<file path="src/rtl/conv_ctrl_pkg.sv">
// Shared types and helpers for the convolution sequencer.
package conv_ctrl_pkg;

  typedef enum logic [2:0] {
    StIdle,
    StLdWgt,
    StLdIfm,
    StCompute,
    StDrain,
    StFin
  } ctrl_state_t;

  localparam int unsigned DefaultPeLat = 2;

  // Number of valid output positions of a K-wide kernel over a row of length len.
  function automatic int unsigned n_out(input int unsigned len, input int unsigned k);
    return len - k + 1;
  endfunction

endpackage

</file>
<file path="src/rtl/conv_seq_ctrl_if.sv">
// Buffer-side and accelerator-side signals of the convolution sequencer.
interface conv_seq_ctrl_if #(
  parameter int unsigned DATA_WIDTH   = 16,
  parameter int unsigned WEIGHT_WIDTH = 8,
  parameter int unsigned IFM_WIDTH    = 8,
  parameter int unsigned KERNEL_SIZE  = 3,
  parameter int unsigned INDEX_WIDTH  = 4
) ();

  logic [INDEX_WIDTH-1:0]              wgt_addr;
  logic                                wgt_re;
  logic [WEIGHT_WIDTH*KERNEL_SIZE-1:0] wgt_rdata;
  logic [INDEX_WIDTH-1:0]              ifm_addr;
  logic                                ifm_re;
  logic [IFM_WIDTH-1:0]                ifm_rdata;
  logic                                set_wgt;
  logic                                set_ifm;
  logic                                wr_en;
  logic                                rd_en;
  logic                                set_reg;
  logic [WEIGHT_WIDTH*KERNEL_SIZE-1:0] wgt;
  logic [IFM_WIDTH-1:0]                ifm;
  logic [DATA_WIDTH-1:0]               data_output;

  modport master (
    output wgt_addr, wgt_re, ifm_addr, ifm_re,
    output set_wgt, set_ifm, wr_en, rd_en, set_reg, wgt, ifm,
    input  wgt_rdata, ifm_rdata, data_output
  );

  modport slave (
    input  wgt_addr, wgt_re, ifm_addr, ifm_re,
    input  set_wgt, set_ifm, wr_en, rd_en, set_reg, wgt, ifm,
    output wgt_rdata, ifm_rdata, data_output
  );

endinterface

</file>
<file path="src/rtl/seq_cnt.sv">
// Loadable down-counter with terminal-count flag; stops at zero.
module seq_cnt #(
  parameter int unsigned Width = 4
) (
  input  logic             clk_i,
  input  logic             rst_i,
  input  logic             load_i,
  input  logic [Width-1:0] load_val_i,
  input  logic             en_i,
  output logic [Width-1:0] count_o,
  output logic             tc_o
);

  logic [Width-1:0] count_q, count_d;

  always_comb begin
    count_d = count_q;
    if (load_i) begin
      count_d = load_val_i;
    end else if (en_i && (count_q != '0)) begin
      count_d = count_q - 1'b1;
    end
  end

  always_ff @(posedge clk_i) begin
    if (rst_i) begin
      count_q <= '0;
    end else begin
      count_q <= count_d;
    end
  end

  assign count_o = count_q;
  assign tc_o    = (count_q == '0);

endmodule

</file>
<file path="src/rtl/conv_seq_ctrl.sv">
// Job sequencer: loads one kernel and one IFM row into the accelerator, runs it, captures results.
module conv_seq_ctrl
  import conv_ctrl_pkg::*;
#(
  parameter int unsigned DATA_WIDTH   = 16,
  parameter int unsigned WEIGHT_WIDTH = 8,
  parameter int unsigned IFM_WIDTH    = 8,
  parameter int unsigned KERNEL_SIZE  = 3,
  parameter int unsigned FIFO_SIZE    = 10,
  parameter int unsigned INDEX_WIDTH  = 4,
  parameter int unsigned PE_LAT       = DefaultPeLat
) (
  input  logic                   clk1,
  input  logic                   rst,
  input  logic                   start,
  input  logic [INDEX_WIDTH-1:0] ifm_len,
  output logic [DATA_WIDTH-1:0]  out_data,
  output logic                   out_valid,
  output logic                   busy,
  output logic                   done,
  output logic                   err,
  conv_seq_ctrl_if.master        bus
);

  localparam int unsigned WgtRowWidth = WEIGHT_WIDTH * KERNEL_SIZE;
  localparam logic [INDEX_WIDTH-1:0] KLast     = INDEX_WIDTH'(KERNEL_SIZE - 1);
  localparam logic [INDEX_WIDTH-1:0] DrainLast = INDEX_WIDTH'(PE_LAT - 1);

  ctrl_state_t state_q, state_d;
  logic [INDEX_WIDTH-1:0] len_q, len_d;
  logic                   err_q, err_d;
  logic                   set_wgt_q, set_wgt_d;
  logic                   set_ifm_q, set_ifm_d;
  logic [PE_LAT-1:0]      vpipe_q, vpipe_d;
  logic [DATA_WIDTH-1:0]  out_hold_q, out_hold_d;

  logic                   cnt_load, cnt_en, cnt_tc;
  logic [INDEX_WIDTH-1:0] cnt_val, cnt;
  logic                   len_ok;
  logic                   wgt_re_c, ifm_re_c, rd_en_c;
  logic [WgtRowWidth-1:0] wgt_row;
  logic [IFM_WIDTH-1:0]   ifm_pix;

  // One counter times every phase; each phase reloads it on exit of the previous one.
  seq_cnt #(
    .Width(INDEX_WIDTH)
  ) u_phase_cnt (
    .clk_i      (clk1),
    .rst_i      (rst),
    .load_i     (cnt_load),
    .load_val_i (cnt_val),
    .en_i       (cnt_en),
    .count_o    (cnt),
    .tc_o       (cnt_tc)
  );

  assign len_ok = (32'(ifm_len) >= KERNEL_SIZE) && (32'(ifm_len) <= FIFO_SIZE);

  always_comb begin
    state_d  = state_q;
    len_d    = len_q;
    err_d    = err_q;
    cnt_load = 1'b0;
    cnt_val  = '0;
    cnt_en   = 1'b0;
    case (state_q)
      StIdle: begin
        if (start) begin
          if (len_ok) begin
            state_d  = StLdWgt;
            len_d    = ifm_len;
            err_d    = 1'b0;
            cnt_load = 1'b1;
            cnt_val  = KLast;
          end else begin
            state_d = StFin;
            err_d   = 1'b1;
          end
        end
      end
      StLdWgt: begin
        cnt_en = 1'b1;
        if (cnt_tc) begin
          state_d  = StLdIfm;
          cnt_load = 1'b1;
          cnt_val  = len_q;
        end
      end
      StLdIfm: begin
        // N reads plus one cycle for the last pixel to land in the FIFO.
        cnt_en = 1'b1;
        if (cnt_tc) begin
          state_d  = StCompute;
          cnt_load = 1'b1;
          cnt_val  = INDEX_WIDTH'(n_out(32'(len_q), KERNEL_SIZE) - 1);
        end
      end
      StCompute: begin
        cnt_en = 1'b1;
        if (cnt_tc) begin
          state_d  = StDrain;
          cnt_load = 1'b1;
          cnt_val  = DrainLast;
        end
      end
      StDrain: begin
        cnt_en = 1'b1;
        if (cnt_tc) begin
          state_d = StFin;
        end
      end
      StFin: begin
        state_d = StIdle;
      end
      default: begin
        state_d = StIdle;
      end
    endcase
  end

  always_comb begin
    wgt_re_c   = (state_q == StLdWgt);
    ifm_re_c   = (state_q == StLdIfm) && !cnt_tc;
    rd_en_c    = (state_q == StCompute);
    set_wgt_d  = wgt_re_c;
    set_ifm_d  = ifm_re_c;
    vpipe_d    = (vpipe_q << 1) | PE_LAT'(rd_en_c);
    out_valid  = vpipe_q[PE_LAT-1];
    out_data   = out_valid ? bus.data_output : out_hold_q;
    out_hold_d = out_data;
  end

  always_ff @(posedge clk1) begin
    if (rst) begin
      state_q    <= StIdle;
      len_q      <= '0;
      err_q      <= 1'b0;
      set_wgt_q  <= 1'b0;
      set_ifm_q  <= 1'b0;
      vpipe_q    <= '0;
      out_hold_q <= '0;
    end else begin
      state_q    <= state_d;
      len_q      <= len_d;
      err_q      <= err_d;
      set_wgt_q  <= set_wgt_d;
      set_ifm_q  <= set_ifm_d;
      vpipe_q    <= vpipe_d;
      out_hold_q <= out_hold_d;
    end
  end

  // Buffer data arrives one cycle after the read, in step with the strobe flops.
  assign wgt_row      = bus.wgt_rdata;
  assign ifm_pix      = bus.ifm_rdata;
  assign bus.wgt_re   = wgt_re_c;
  assign bus.wgt_addr = wgt_re_c ? (KLast - cnt) : '0;
  assign bus.ifm_re   = ifm_re_c;
  assign bus.ifm_addr = ifm_re_c ? (len_q - cnt) : '0;
  assign bus.set_wgt  = set_wgt_q;
  assign bus.wgt      = set_wgt_q ? wgt_row : '0;
  assign bus.set_ifm  = set_ifm_q;
  assign bus.wr_en    = set_ifm_q;
  assign bus.ifm      = set_ifm_q ? ifm_pix : '0;
  assign bus.rd_en    = rd_en_c;
  assign busy         = (state_q != StIdle);
  assign bus.set_reg  = busy;
  assign done         = (state_q == StFin);
  assign err          = err_q;

endmodule

</file>
<file path="src/flat_wrapper.sv">
// flat-port wrapper written by rule: the top's interface ports become plain ports
module conv_seq_ctrl_flat import conv_ctrl_pkg::*;
#(
  parameter int unsigned DATA_WIDTH   = 16,
  parameter int unsigned WEIGHT_WIDTH = 8,
  parameter int unsigned IFM_WIDTH    = 8,
  parameter int unsigned KERNEL_SIZE  = 3,
  parameter int unsigned FIFO_SIZE    = 10,
  parameter int unsigned INDEX_WIDTH  = 4,
  parameter int unsigned PE_LAT       = DefaultPeLat
)
  (clk1, rst, start, ifm_len, out_data, out_valid, busy, done, err, bus_wgt_addr, bus_wgt_re, bus_ifm_addr, bus_ifm_re, bus_set_wgt, bus_set_ifm, bus_wr_en, bus_rd_en, bus_set_reg, bus_wgt, bus_ifm, bus_wgt_rdata, bus_ifm_rdata, bus_data_output);
  conv_seq_ctrl_if #(.DATA_WIDTH(DATA_WIDTH), .WEIGHT_WIDTH(WEIGHT_WIDTH), .IFM_WIDTH(IFM_WIDTH), .KERNEL_SIZE(KERNEL_SIZE), .INDEX_WIDTH(INDEX_WIDTH)) bus_i ();
  input  logic clk1;
  input  logic rst;
  input  logic start;
  input  logic [INDEX_WIDTH-1:0] ifm_len;
  output logic [DATA_WIDTH-1:0] out_data;
  output logic out_valid;
  output logic busy;
  output logic done;
  output logic err;
  output wire logic [$bits(bus_i.wgt_addr)-1:0] bus_wgt_addr;
  output wire logic [$bits(bus_i.wgt_re)-1:0] bus_wgt_re;
  output wire logic [$bits(bus_i.ifm_addr)-1:0] bus_ifm_addr;
  output wire logic [$bits(bus_i.ifm_re)-1:0] bus_ifm_re;
  output wire logic [$bits(bus_i.set_wgt)-1:0] bus_set_wgt;
  output wire logic [$bits(bus_i.set_ifm)-1:0] bus_set_ifm;
  output wire logic [$bits(bus_i.wr_en)-1:0] bus_wr_en;
  output wire logic [$bits(bus_i.rd_en)-1:0] bus_rd_en;
  output wire logic [$bits(bus_i.set_reg)-1:0] bus_set_reg;
  output wire logic [$bits(bus_i.wgt)-1:0] bus_wgt;
  output wire logic [$bits(bus_i.ifm)-1:0] bus_ifm;
  input wire logic [$bits(bus_i.wgt_rdata)-1:0] bus_wgt_rdata;
  input wire logic [$bits(bus_i.ifm_rdata)-1:0] bus_ifm_rdata;
  input wire logic [$bits(bus_i.data_output)-1:0] bus_data_output;
  assign bus_wgt_addr = bus_i.wgt_addr;
  assign bus_wgt_re = bus_i.wgt_re;
  assign bus_ifm_addr = bus_i.ifm_addr;
  assign bus_ifm_re = bus_i.ifm_re;
  assign bus_set_wgt = bus_i.set_wgt;
  assign bus_set_ifm = bus_i.set_ifm;
  assign bus_wr_en = bus_i.wr_en;
  assign bus_rd_en = bus_i.rd_en;
  assign bus_set_reg = bus_i.set_reg;
  assign bus_wgt = bus_i.wgt;
  assign bus_ifm = bus_i.ifm;
  assign bus_i.wgt_rdata = bus_wgt_rdata;
  assign bus_i.ifm_rdata = bus_ifm_rdata;
  assign bus_i.data_output = bus_data_output;
  conv_seq_ctrl #(.DATA_WIDTH(DATA_WIDTH), .WEIGHT_WIDTH(WEIGHT_WIDTH), .IFM_WIDTH(IFM_WIDTH), .KERNEL_SIZE(KERNEL_SIZE), .FIFO_SIZE(FIFO_SIZE), .INDEX_WIDTH(INDEX_WIDTH), .PE_LAT(PE_LAT)) u_core (.clk1(clk1), .rst(rst), .start(start), .ifm_len(ifm_len), .out_data(out_data), .out_valid(out_valid), .busy(busy), .done(done), .err(err), .bus(bus_i));
endmodule
</file>
<file path="config.mk">
export PLATFORM = sky130hd
export DESIGN_NAME = conv_seq_ctrl_flat
export DESIGN_NICKNAME = d
export VERILOG_FILES = /design/src/rtl/conv_ctrl_pkg.sv /design/src/rtl/conv_seq_ctrl_if.sv /design/src/rtl/seq_cnt.sv /design/src/rtl/conv_seq_ctrl.sv /design/src/flat_wrapper.sv
export SDC_FILE = /design/constraint.sdc
export NUM_CORES = 1
export LEC_CHECK = 0
export ABC_AREA = 1
export BUFFER_PORTS_ARGS = -buffer_cell sky130_fd_sc_hd__buf_4
export CORE_MARGIN = 1.5
export CORE_UTILIZATION = 47
export DETAILED_ROUTE_END_ITERATION = 16
export HOLD_SLACK_MARGIN = 0.12
export PLACE_DENSITY = 0.91
export SLEW_MARGIN = 10
export SYNTH_ARGS = -nofsm -noshare
export SYNTH_HDL_FRONTEND = slang
export SYNTH_SLANG_ARGS = --single-unit
</file>
<file path="constraint.sdc">
create_clock -name clk1 -period 2.45 [get_ports clk1]
set_input_delay 0.3675 -clock clk1 [delete_from_list [all_inputs] [get_ports clk1]]
set_output_delay 0.3675 -clock clk1 [all_outputs]
set_load 0.02 [all_outputs]
</file>
==> flow_summary.ini <==
[clock_tree]
worstSkewPairLatency_ps = 280
cts_resized = 0
cts.sink_count = 32
cts_root_buffer = clkbuf_8
cts_made_buffers = 5
clk_pin_slew_ps = 70
clockBufferDepth = 2
ctsHoldBuffers = 0
cts_htree_levels = 2
cts_tree = done
post-cts-setup-buffers = 0

[floorplan]
fp-row-count = 23
pin_count = 122
start_util_pct = 49.5
core-area_um2 = 4030
die_x_um = 68.1
die_area_um2 = 4640
die_h_um = 68.1

[worst_setup_path]
r2r_setup_slack_ps = 790
crit_type = flop to primary output
crit_required_ps = 2080
r2r_cells = 8
path_max_fanout = 5
crit_chain = inv_1 > ha_1 > nand2_1 > nor2_2 > nor2_1 > o21ai_1 > a21oi_1 > buf_4
end_kind = primary output
cp.arrival_ps = 1880
crit_slowest_cell = dfxtp_1
critPathLaunchType = flop
path_buf_inv = 2
critical-path-top-delay-family = flip-flops
rr_startpoint = u_core.u_phase_cnt.count_o[0]
max_stage_delay_ps = 410
r2r-end = u_core.u_phase_cnt.count_o[0]

[sta]
hold_ws_ps = 350
rsz0062_at_grt = false
min_period_over_period_pct = 91.7
setup_viol = 0
report.final.slew_viol_count = 0
worst_pin_slew_ps = 723
period_needed_ps = 2250
slew_headroom_pct = 51.8
fmax_mhz = 445
setup_tns_ps = 0
fin_worst_skew_ps = 3.34
hold_viol = 0

[global_route]
grt_util_all_layers_pct = 22.5
overflow = 0
grt_pass1_vias = 1958
busiest_layer = met2
grt_pass1_wl_mm = 8.02
use_met2_pct = 43.3
grtUsageMet1_pct = 24.6
antenna_found_initial = 0
grt_max_degree = 27
met3_usage_pct = 5.10

[run_status]
status = finished clean

[pwr]
leakagePower_nw = 1.85
pwr-share-comb_pct = 57.5
peakVddDrop_v = 0.000809
p_seq_share_pct = 27.6
swShare_pct = 48.2
internal-power_mw = 1.41
switching_power_mw = 1.31
power-per-cell-area_nw_per_um2 = 908
clkPwrFrac_pct = 14.8
finalPower_mw = 2.72

[synth]
syn_area_per_cell_um2 = 6.19
ys_seq_area_share_pct = 32.1
syn-num-nets = 385
synth_cells = 322
yosysUniqueCellTypes = 27
ys_ff_latch = 32
ys_warn_count = 0
synthesis.area_um2 = 1990

[detailed_routing]
wire_per_inst_um = 11.5
routed_wl_mm = 5.63
drc = 0
ant_nets = 0
dr.first_iter.drc_count = 57
num_vias = 2350
first_pass_iters = 5
viasPerCell = 4.81

[hold_path]
hold_start = ifm_len[3]
hold_end = u_core.len_q[3]
hold_class = input port to flop
hold_depth = 3

[finish]
post_route_cells_drive_above_1_share_pct = 33.3
area_delta_synth_final_pct = 50.0
n_fill_cell = 332
nNetsFinal = 501
antenna_cells = 0

[placement]
port_buffers = 121
gp_congestion = 0.864
dpl.hpwl_mm = 4.37

[job]
max-cap-violations = 0
## how the worst max path moves through the flow
stage | start | to | slack, ps | cells after the start
after floorplan | u_core.u_phase_cnt.count_o[0] | bus_ifm_addr[3] | 410 | 7
after global routing | u_core.u_phase_cnt.count_o[1] | bus_ifm_addr[3] | 120 | 8
after global placement | u_core.u_phase_cnt.count_o[1] | bus_ifm_addr[3] | 650 | 8
after detailed placement | u_core.u_phase_cnt.count_o[1] | bus_ifm_addr[3] | 540 | 8
final | u_core.u_phase_cnt.count_o[0] | bus_ifm_addr[3] | 200 | 8
after CTS | u_core.u_phase_cnt.count_o[1] | bus_ifm_addr[3] | 220 | 8
## cells in the final DEF (no fill, tap or decap), types with 2 or more instances in the layout
cell type and instances:
a21oi_1 31, buf_4 122, clkbuf_8 5, clkinv_2 2
dfxtp_1 32, ha_1 7, inv_1 52, inv_2 7
nand2_1 115, nand2_4 2, nand3_1 14, nand4_1 4
nor2_1 20, nor2_4 2, o21ai_0 5, o21ai_1 5
xnor2_1 2, xor2_1 3
## cell families (layout without fill, tap and decap cells)
family / Yosys count / after routing / share of synthesized area (%)
AO/OA/AOI/OAI: 42 / 42 / 10.7
XOR/XNOR: 5 / 5 / 2.20
adder cells (fa/ha/maj): 8 / 8 / 5.40
buffers and inverters: 72 / 189 / 14.6
flip-flops: 32 / 32 / 32.1
AND/OR/NAND/NOR: 163 / 163 / 35.0
## routing by layer
layer	up-vias	share of wire [%]
met1	1040	38
met3	4	9.0
met5	-	0
li1	1205	-
met4	0	0.78
met2	101	52
## sequential cells by signal, indices dropped and copies added, names as in the netlist
name	cells
u_core.out_hold_q	16
u_core.len_q	4
u_core.u_phase_cnt.count_o	4
u_core.state_q	3
u_core.vpipe_q	2
u_core.bus.set_ifm	1
u_core.bus.set_wgt	1
u_core.err	1
## cell usage after synthesis
library cell  instances  area share [%]
a21oi_1              31             7.8
buf_2                 1            0.25
buf_4                 3             1.1
buf_6                 1            0.56
clkbuf_1              8             1.5
dfxtp_1              32              32
fa_1                  1             1.0
ha_1                  7             4.4
inv_1                52             9.8
inv_2                 7             1.3
nand2_1             115              22
nand2_2               1            0.31
nand2_4               2             1.1
nand3_1              14             3.5
nand3_2               1            0.50
nand3_4               1            0.88
nand4_1               4             1.3
nor2_1               20             3.8
nor2_2                1            0.31
nor2_4                2             1.1
nor3_1                1            0.25
o21ai_0               5             1.3
o21ai_1               5             1.3
o21ai_2               1            0.44
or2_0                 1            0.31
xnor2_1               2            0.88
xor2_1                3             1.3
## per-stage QoR
stage / util, % / instances / setup WS [ps] / area, µm²
global route: 74.3 / 489 / 124 / 2990
floorplan: - / 322 / 414 / 1990
global placement: 72.1 / 481 / 651 / 2900
finish: 74.3 / 489 / 204 / 2990
detailed placement: 72.1 / 481 / 537 / 2900
CTS: 74.3 / 489 / 220 / 2990
## worst register-to-register path, delay by kind of cell (launching register included)
family / cells / cell delay [ps]
AND/OR/NAND/NOR: 5 / 610
adder cells (fa/ha/maj): 1 / 250
XOR/XNOR: 1 / 180
buffers and inverters: 1 / 130
flip-flops: 1 / 410
## cell type report
class / instances / area, µm² / area share [%]
clock buffer: 5 / 68.8 / 2.30
clock inverter: 3 / 18.8 / 0.627
inverter: 59 / 221 / 7.40
multi-input combinational: 218 / 1060 / 35.5
sequential: 32 / 641 / 21.4
tap: 50 / 62.6 / 2.09
timing repair buffer: 122 / 916 / 30.6
## power groups by stage
stage | registers [mW] | logic, mW | clock network (mW)
6_report | 0.750 | 1.56 | 0.403
5_1_grt | 0.761 | 1.71 | 0.425
4_1_cts | 0.748 | 1.55 | 0.403
3_5_place_dp | 0.759 | 1.54 | 0
3_3_place_gp | 0.751 | 1.53 | 0
2_1_floorplan | 0.716 | 1.10 | 0
Note: power is estimated with default switching activity, not from simulation.
